==> config.mk <==
export PLATFORM = sky130hd
export DESIGN_NAME = mem_arbiter
export DESIGN_NICKNAME = d
export VERILOG_FILES = /design/src/rtl/mem_arbiter.sv
export SDC_FILE = /design/constraint.sdc
export NUM_CORES = 1
export LEC_CHECK = 0
export BUFFER_PORTS_ARGS = -buffer_cell sky130_fd_sc_hd__buf_4
export CAP_MARGIN = 0
export CORE_AREA = 4 4 167 169
export DETAILED_ROUTE_END_ITERATION = 8
export DIE_AREA = 0 0 171 173
export PLACE_DENSITY = 0.48
export SLEW_MARGIN = 20
export SYNTH_ARGS = -nofsm -noshare
export SYNTH_HDL_FRONTEND = slang
export SYNTH_SLANG_ARGS = --single-unit
==> constraint.sdc <==
create_clock -name CLK -period 2.4 [get_ports CLK]
set_input_delay 0.12 -clock CLK [delete_from_list [all_inputs] [get_ports CLK]]
set_output_delay 0.12 -clock CLK [all_outputs]
set_load 0.03 [all_outputs]
==> src/rtl/mem_arbiter.sv <==
// Two-core arbiter sharing one RAM port: round-robin between cores, data before instruction
// within a core, with an abort timeout on grants the RAM never completes.
module mem_arbiter #(
  parameter int unsigned WORD_W  = 32,
  parameter int unsigned TIMEOUT = 255
) (
  input  logic                   CLK,
  input  logic                   nRST,
  input  logic [1:0]             iREN,
  input  logic [1:0]             dREN,
  input  logic [1:0]             dWEN,
  input  logic [1:0][WORD_W-1:0] iaddr,
  input  logic [1:0][WORD_W-1:0] daddr,
  input  logic [1:0][WORD_W-1:0] dstore,
  output logic [1:0]             iwait,
  output logic [1:0]             dwait,
  output logic [1:0][WORD_W-1:0] iload,
  output logic [1:0][WORD_W-1:0] dload,
  output logic                   ramREN,
  output logic                   ramWEN,
  output logic [WORD_W-1:0]      ramaddr,
  output logic [WORD_W-1:0]      ramstore,
  input  logic [WORD_W-1:0]      ramload,
  input  logic [1:0]             ramstate,
  output logic [1:0]             timeout
);

  typedef enum logic [0:0] {StIdle, StGrant} state_e;

  localparam logic [1:0] RamAccess = 2'd2;
  localparam logic [1:0] RamError  = 2'd3;
  localparam logic [7:0] TcntLast  = 8'(TIMEOUT - 1);

  state_e     state_q, state_d;
  logic       gcore_q, gcore_d;
  logic       gdata_q, gdata_d;
  logic       rr_q, rr_d;
  logic [7:0] tcnt_q, tcnt_d;
  logic [1:0] timeout_q, timeout_d;

  logic [1:0] pend_d;
  logic [1:0] pend_any;
  logic       sel_core;
  logic       still_req;

  assign pend_d   = dREN | dWEN;
  assign pend_any = iREN | pend_d;
  assign timeout  = timeout_q;

  always_ff @(posedge CLK or negedge nRST) begin
    if (!nRST) begin
      state_q   <= StIdle;
      gcore_q   <= 1'b0;
      gdata_q   <= 1'b0;
      rr_q      <= 1'b0;
      tcnt_q    <= 8'd0;
      timeout_q <= 2'b00;
    end else begin
      state_q   <= state_d;
      gcore_q   <= gcore_d;
      gdata_q   <= gdata_d;
      rr_q      <= rr_d;
      tcnt_q    <= tcnt_d;
      timeout_q <= timeout_d;
    end
  end

  always_comb begin
    state_d   = state_q;
    gcore_d   = gcore_q;
    gdata_d   = gdata_q;
    rr_d      = rr_q;
    tcnt_d    = tcnt_q;
    timeout_d = 2'b00;
    sel_core  = rr_q;
    still_req = 1'b0;
    ramREN    = 1'b0;
    ramWEN    = 1'b0;
    ramaddr   = '0;
    ramstore  = '0;
    iwait     = iREN;
    dwait     = pend_d;
    iload     = '0;
    dload     = '0;

    unique case (state_q)
      StIdle: begin
        if (|pend_any) begin
          sel_core = pend_any[rr_q] ? rr_q : ~rr_q;
          state_d  = StGrant;
          gcore_d  = sel_core;
          gdata_d  = pend_d[sel_core];
          tcnt_d   = 8'd0;
        end
      end
      StGrant: begin
        // Strobes track the live request so a dropped request releases the RAM at once.
        if (gdata_q) begin
          ramaddr   = daddr[gcore_q];
          ramstore  = dstore[gcore_q];
          ramWEN    = dWEN[gcore_q];
          ramREN    = dREN[gcore_q] & ~dWEN[gcore_q];
          still_req = pend_d[gcore_q];
        end else begin
          ramaddr   = iaddr[gcore_q];
          ramREN    = iREN[gcore_q];
          still_req = iREN[gcore_q];
        end

        if (ramstate == RamAccess) begin
          if (gdata_q) begin
            dwait[gcore_q] = 1'b0;
            dload[gcore_q] = ramload;
          end else begin
            iwait[gcore_q] = 1'b0;
            iload[gcore_q] = ramload;
          end
          state_d = StIdle;
          rr_d    = ~gcore_q;
        end else if (!still_req) begin
          state_d = StIdle;
        end else if (ramstate == RamError) begin
          state_d = StIdle;
          rr_d    = ~gcore_q;
        end else if (tcnt_q == TcntLast) begin
          state_d            = StIdle;
          rr_d               = ~gcore_q;
          timeout_d[gcore_q] = 1'b1;
        end else begin
          tcnt_d = tcnt_q + 8'd1;
        end
      end
      default: state_d = StIdle;
    endcase
  end

endmodule

After elaboration in Yosys (flattened, before gate mapping)

Index checks and enable logic that the tools add are counted.
Widths: inputs -> output; s select.

Input port bits: 234
Logic and storage cells: 103
RAM bits: 0
Bits in latches: 0
Flip-flop bits (word level): 14
Memories kept: 0
Memory bits (read-only): 0
Output and inout port bits: 200

Reductions and logical operators: 7
Divide/modulo/power cells: 0
Bitwise logic cells: 11
Multiplexer cells: 66
$mul: 0
Order comparisons: 4
$add $sub $neg: 1
Equality and inequality tests: 8
Shift operators: 0

Operator list:

| operator            | number |
|---|---|
| $mux 64             | 6 |
| $mux 32             | 11 |
| $and 64x64->64      | 1 |
| $mux 8              | 5 |
| $demux 32 s1        | 1 |
| $mux 1              | 29 |
| $mux 2              | 11 |
| $pmux 8 s2          | 1 |
| $add 8x1->8 const B | 1 |
| $eq 8x8->1 const B  | 1 |
| $ne 2x2->1 const B  | 4 |
| $lt 1x2->1 const B  | 3 |
| $reduce_and 5->1    | 1 |
| $and 2x2->2         | 2 |
| $eq 2x2->1 const B  | 2 |
| $not 1->1           | 4 |
| $or 2x2->2          | 2 |
| $reduce_and 3->1    | 1 |
| $reduce_bool 3->1   | 1 |
| $ne 2x1->1 const B  | 1 |
| $not 2->2           | 1 |
| $pmux 1 s2          | 1 |
| $reduce_and 2->1    | 1 |
| $reduce_bool 2->1   | 1 |
| other kinds (5)     | 5 |

Depth between registers and ports, before layout

Depth after elaboration: 9
Gate-level depth with buffers: 7
Mapped depth without buffers: 5

Worst setup path after synthesis

No wires, ideal clock.

Path kind: register to output
Start point: reg gcore_q
End point: out ramstore[10]
Required time: 2280 ps
Cell stages (with the launch flop): 8
Path buffers: 5
Setup slack: 373 ps
Arrival: 1907 ps
Cells stage by stage: dfrtp_1 -> clkbuf_2 -> buf_2 -> buf_2 -> buf_2 -> buf_4 -> mux2i_1 -> nor2_1

Word-level cells in the longest chain between the ends: 4

Ends and longest elaborated chain:

| what                                       | RTL line | source |
|---|---|---|
| start, declared                            | 35       | `logic gcore_q, gcore_d;` |
| start signal, assigned                     | 60       | `gcore_q <= gcore_d;` |
| $mux 32 (not written as such) (2 in a row) | 100      | `ramstore = dstore[gcore_q];` |
| $mux 32                                    | 98       | `if (gdata_q) begin` |
| $mux 32                                    | 86       | `unique case (state_q)` |
| end, declared                              | 22       | `output logic [WORD_W-1:0] ramstore,` |

Every way passes these cells. The select of a mux whose other input is x is not followed.

Worst setup path after layout

Start point: reg gcore_q
End point: out ramaddr[30]

Word-level cells in the longest chain between the ends: 4
Elaborated cells on any way between the ends: 6
Those cells by class: mux (6)

Ends and longest elaborated chain:

| what                                    | RTL line | source |
|---|---|---|
| $mux 32 (on tied branches) (2 in a row) | 105, 99  |  |
| $mux 32 (*)                             | 98       |  |
| $mux 32 (*)                             | 86       |  |
| end, declared                           | 21       | `output logic [WORD_W-1:0] ramaddr,` |

Every way passes the cells marked *; elsewhere a longest branch is shown, timed or not. The select of a mux whose other input is x is not followed.

==> impl_summary.log <==
[metrics] total length of routed met3 wires: 2050 um
[metrics] GP Congestion: 0.782
[metrics] status: completed
[metrics] Chip Height: 173 um
[metrics] hold slack: 110 ps
[metrics] detailed-route DRC error count: 0
[metrics] Setup crit start kind: flip-flop
[metrics] # hold bufs at CTS: 1
[metrics] data arrival time of the critical path: 2090 ps
[metrics] unrepaired setup endpoints after global routing: false
[metrics] number of nets produced by synthesis: 625
[metrics] final cell utilization of the core: 0.264
[metrics] Bufs on Longest Clock Path: 2
[metrics] Pre-Repair DR Iteration Count: 6
[metrics] dominant register cell in the synthesized netlist: dfrtp_1
[metrics] core area: 26600 sq um
[metrics] endpoint kind of the worst setup timing path: primary output
[metrics] Total GRT Usage: 0.131
[metrics] Final Slew Violations: 0
[metrics] switching power summed over all nets: 3.32 mW
[metrics] required time reported for the critical path endpoint: 2280 ps
[metrics] sequential fraction of the synthesis area: 0.108
[metrics] highest fanout seen on the critical path: 15
[metrics] count of warnings emitted by yosys: 0
[metrics] top routing layer used: met4
[metrics] Root Driver: clkbuf_16
[metrics] Avg Synthesized Cell Area: 8.32 sq um
[metrics] clk_lat worst skew: 240 ps
[metrics] max capacitance violation total: 0
[metrics] signed area change from the synthesized netlist to the final layout: 116%
[metrics] number of buffers added on ports: 433
[metrics] sw frac: 0.544
[metrics] number of sinks handled by clock tree synthesis: 14
[metrics] power density over the cells: 870 nW/um^2
[metrics] detailed placement HPWL: 18400 um
[metrics] clock tree from TritonCTS: yes
[metrics] number of enable flip-flop cells after synthesis: 0
[metrics] most used cells in the layout excluding fill and tap cells: 443 x buf_4, 160 x and2_1, 41 x nor2_1, 35 x mux2i_1, 32 x mux4_2
[metrics] maximum number of pins on one net before global-route repair: 42
[metrics] actual slew at the worst max-slew pin: 583 ps
[metrics] total design power: 6.10 mW
[metrics] share of post-route cells with drive strength above 1: 0.610
[metrics] Worst Path Class, Setup: reg2out
[metrics] Detail Route met2 WL: 11000 um
[metrics] number of placed cells counting well taps: 1141
[metrics] boundary pin count: 434
[metrics] cells after synthesis: 389
[metrics] routed len/inst: 18.5 um
[metrics] number of setup buffers added after CTS: 0
[metrics] clock transition at the register clock pins on the worst setup and hold paths after CTS: 50 ps
[metrics] H-tree levels: 1
[metrics] final wirelength: 21200 um
[metrics] Final Net Count: 1042
[metrics] cts bufs inserted: 3
[metrics] count of endpoints failing setup in the final report: 0
[metrics] most common cell after layout, fill and taps aside: buf_4
[metrics] total routed wire length on the met1 layer: 7880 um
[metrics] post-synth cell types: 46
[metrics] Initial Util: 0.122
[metrics] relative slew slack: 0.611
[metrics] internal portion of total power: 2.78 mW
[metrics] Hold WC Path Type: in2reg
[metrics] total number of vias: 4573
[metrics] count of final hold-check violations: 0
[metrics] proportion of power drawn by the clock network: 0.053
[metrics] initial DRC count: 90
[metrics] wire length of the first global-routing pass: 30000 um
[metrics] minimum clock period after layout: 2210 ps
[metrics] share of flip-flops with an asynchronous set or reset after synthesis: 1.00
[metrics] residual overflow from global routing: 0
[metrics] final period utilization: 0.920
[metrics] die area: 29600 sq um
[metrics] Leakage: 3.64 nW
[metrics] Clock Skews: 5.56 ps
[metrics] via-per-instance ratio: 3.99
[metrics] non-filler cells, final: 1147
[metrics] Comb pwr share: 0.873
[metrics] Yosys reg bits: 14
[metrics] maximum clock frequency: 453 MHz
[metrics] number of global-route vias before repair: 4936
[metrics] proportion of power drawn by flip-flops and latches: 0.074
[metrics] peak supply drop: 0.000583 V
[metrics] remaining number of nets flagged by the antenna check after routing: 0
[metrics] horizontal extent of the die: 171 um
[metrics] FP Rows: 60
[metrics] Setup TNS Final: 0 ps
[metrics] post-synthesis instance area: 3240 sq um
[metrics] number of antenna violations at the first check in global routing: 1
[metrics] CTS resizes: 0
cells by family (layout without fill, tap and decap cells):
logic type / count (synthesis) / in the layout / synth area share
flip-flops: 14 / 14 / 0.108
adder cells (fa/ha/maj): 2 / 2 / 0.00773
other: 0 / 1 / 0
AND/OR/NAND/NOR: 239 / 239 / 0.429
XOR/XNOR: 1 / 1 / 0.00271
AO/OA/AOI/OAI: 25 / 25 / 0.0619
multiplexers: 69 / 69 / 0.338
buffers and inverters: 39 / 455 / 0.0526
critical path, stage by stage, from the launching register on:
cell,delay (ps)
dfrtp_4,570
buf_4,310
mux4_2,590
and2_1,190
buf_4,160
Yosys cell counts, types with 3 or more instances:
| cell type | instances | area (sq um) |
|---|---|---|
| dfrtp_1 | 14 | 350 |
| mux2i_1 | 35 | 350 |
| nor2_1 | 42 | 158 |
| a21oi_1 | 3 | 15.0 |
| inv_1 | 4 | 15.0 |
| clkbuf_1 | 20 | 75.1 |
| nor3b_1 | 3 | 22.5 |
| nor2b_1 | 4 | 25.0 |
| mux4_2 | 32 | 721 |
| nand2_1 | 9 | 33.8 |
| and3_1 | 4 | 25.0 |
| nand3_1 | 3 | 15.0 |
| nor3_1 | 5 | 25.0 |
| buf_2 | 9 | 45.0 |
| a22o_1 | 3 | 26.3 |
| buf_1 | 3 | 11.3 |
| and2_1 | 160 | 1000 |
path summary, 6_finish.rpt:
| path | from | to | slack (ps) | cells after the start |
|---|---|---|---|---|
| max | gcore_q | ramaddr[30] | 190 | 4 |
| min | ramstate[1] | timeout[0] | 110 | 2 |
| max reg2reg | gcore_q | tcnt_q[2] | 390 | 4 |
| min reg2reg | tcnt_q[6] | tcnt_q[6] | 570 | 2 |
| max in group asynchronous | nRST | gcore_q | 1920 | 2 |
| min in group asynchronous | nRST | tcnt_q[2] | 290 | 2 |
cell type report:
class	count	area [sq um]
tap	341	427
fill	2926	19600
inverter	4	15.0
timing repair buffer	447	3400
sequential	14	355
antenna	1	2.50
clock buffer	4	78.8
multi-input combinational	336	2730
sequential cells by signal (all words and copies together) (netlist names):
register	flops
state_q	1
rr_q	1
timeout	2
gdata_q	1
gcore_q	1
tcnt_q	8
power by group through the flow:
| stage | Clock (mW) | Sequential (mW) | Combinational [mW] |
|---|---|---|---|
| finish | 0.323 | 0.452 | 5.32 |
| global route | 0.347 | 0.473 | 5.66 |
| CTS | 0.331 | 0.454 | 5.44 |
| detailed placement | 0 | 0.457 | 5.42 |
| global placement | 0 | 0.461 | 5.42 |
| floorplan | 0 | 0.335 | 3.40 |
per-layer routing:
layer,up-vias,track usage
met3,10,0.0281
met4,0,0.0231
met5,-,0
li1,2190,-
met2,270,0.252
met1,2103,0.149
per-stage QoR:
stage / cell area (sq um) / setup WS [ps]
3_5_place_dp: 6910 / 380
2_1_floorplan: 3240 / 373
6_report: 7000 / 193
3_3_place_gp: 6910 / 380
5_1_grt: 7000 / 71.5
4_1_cts: 7000 / 161
No activity file was read; power rests on OpenSTA's default activity.
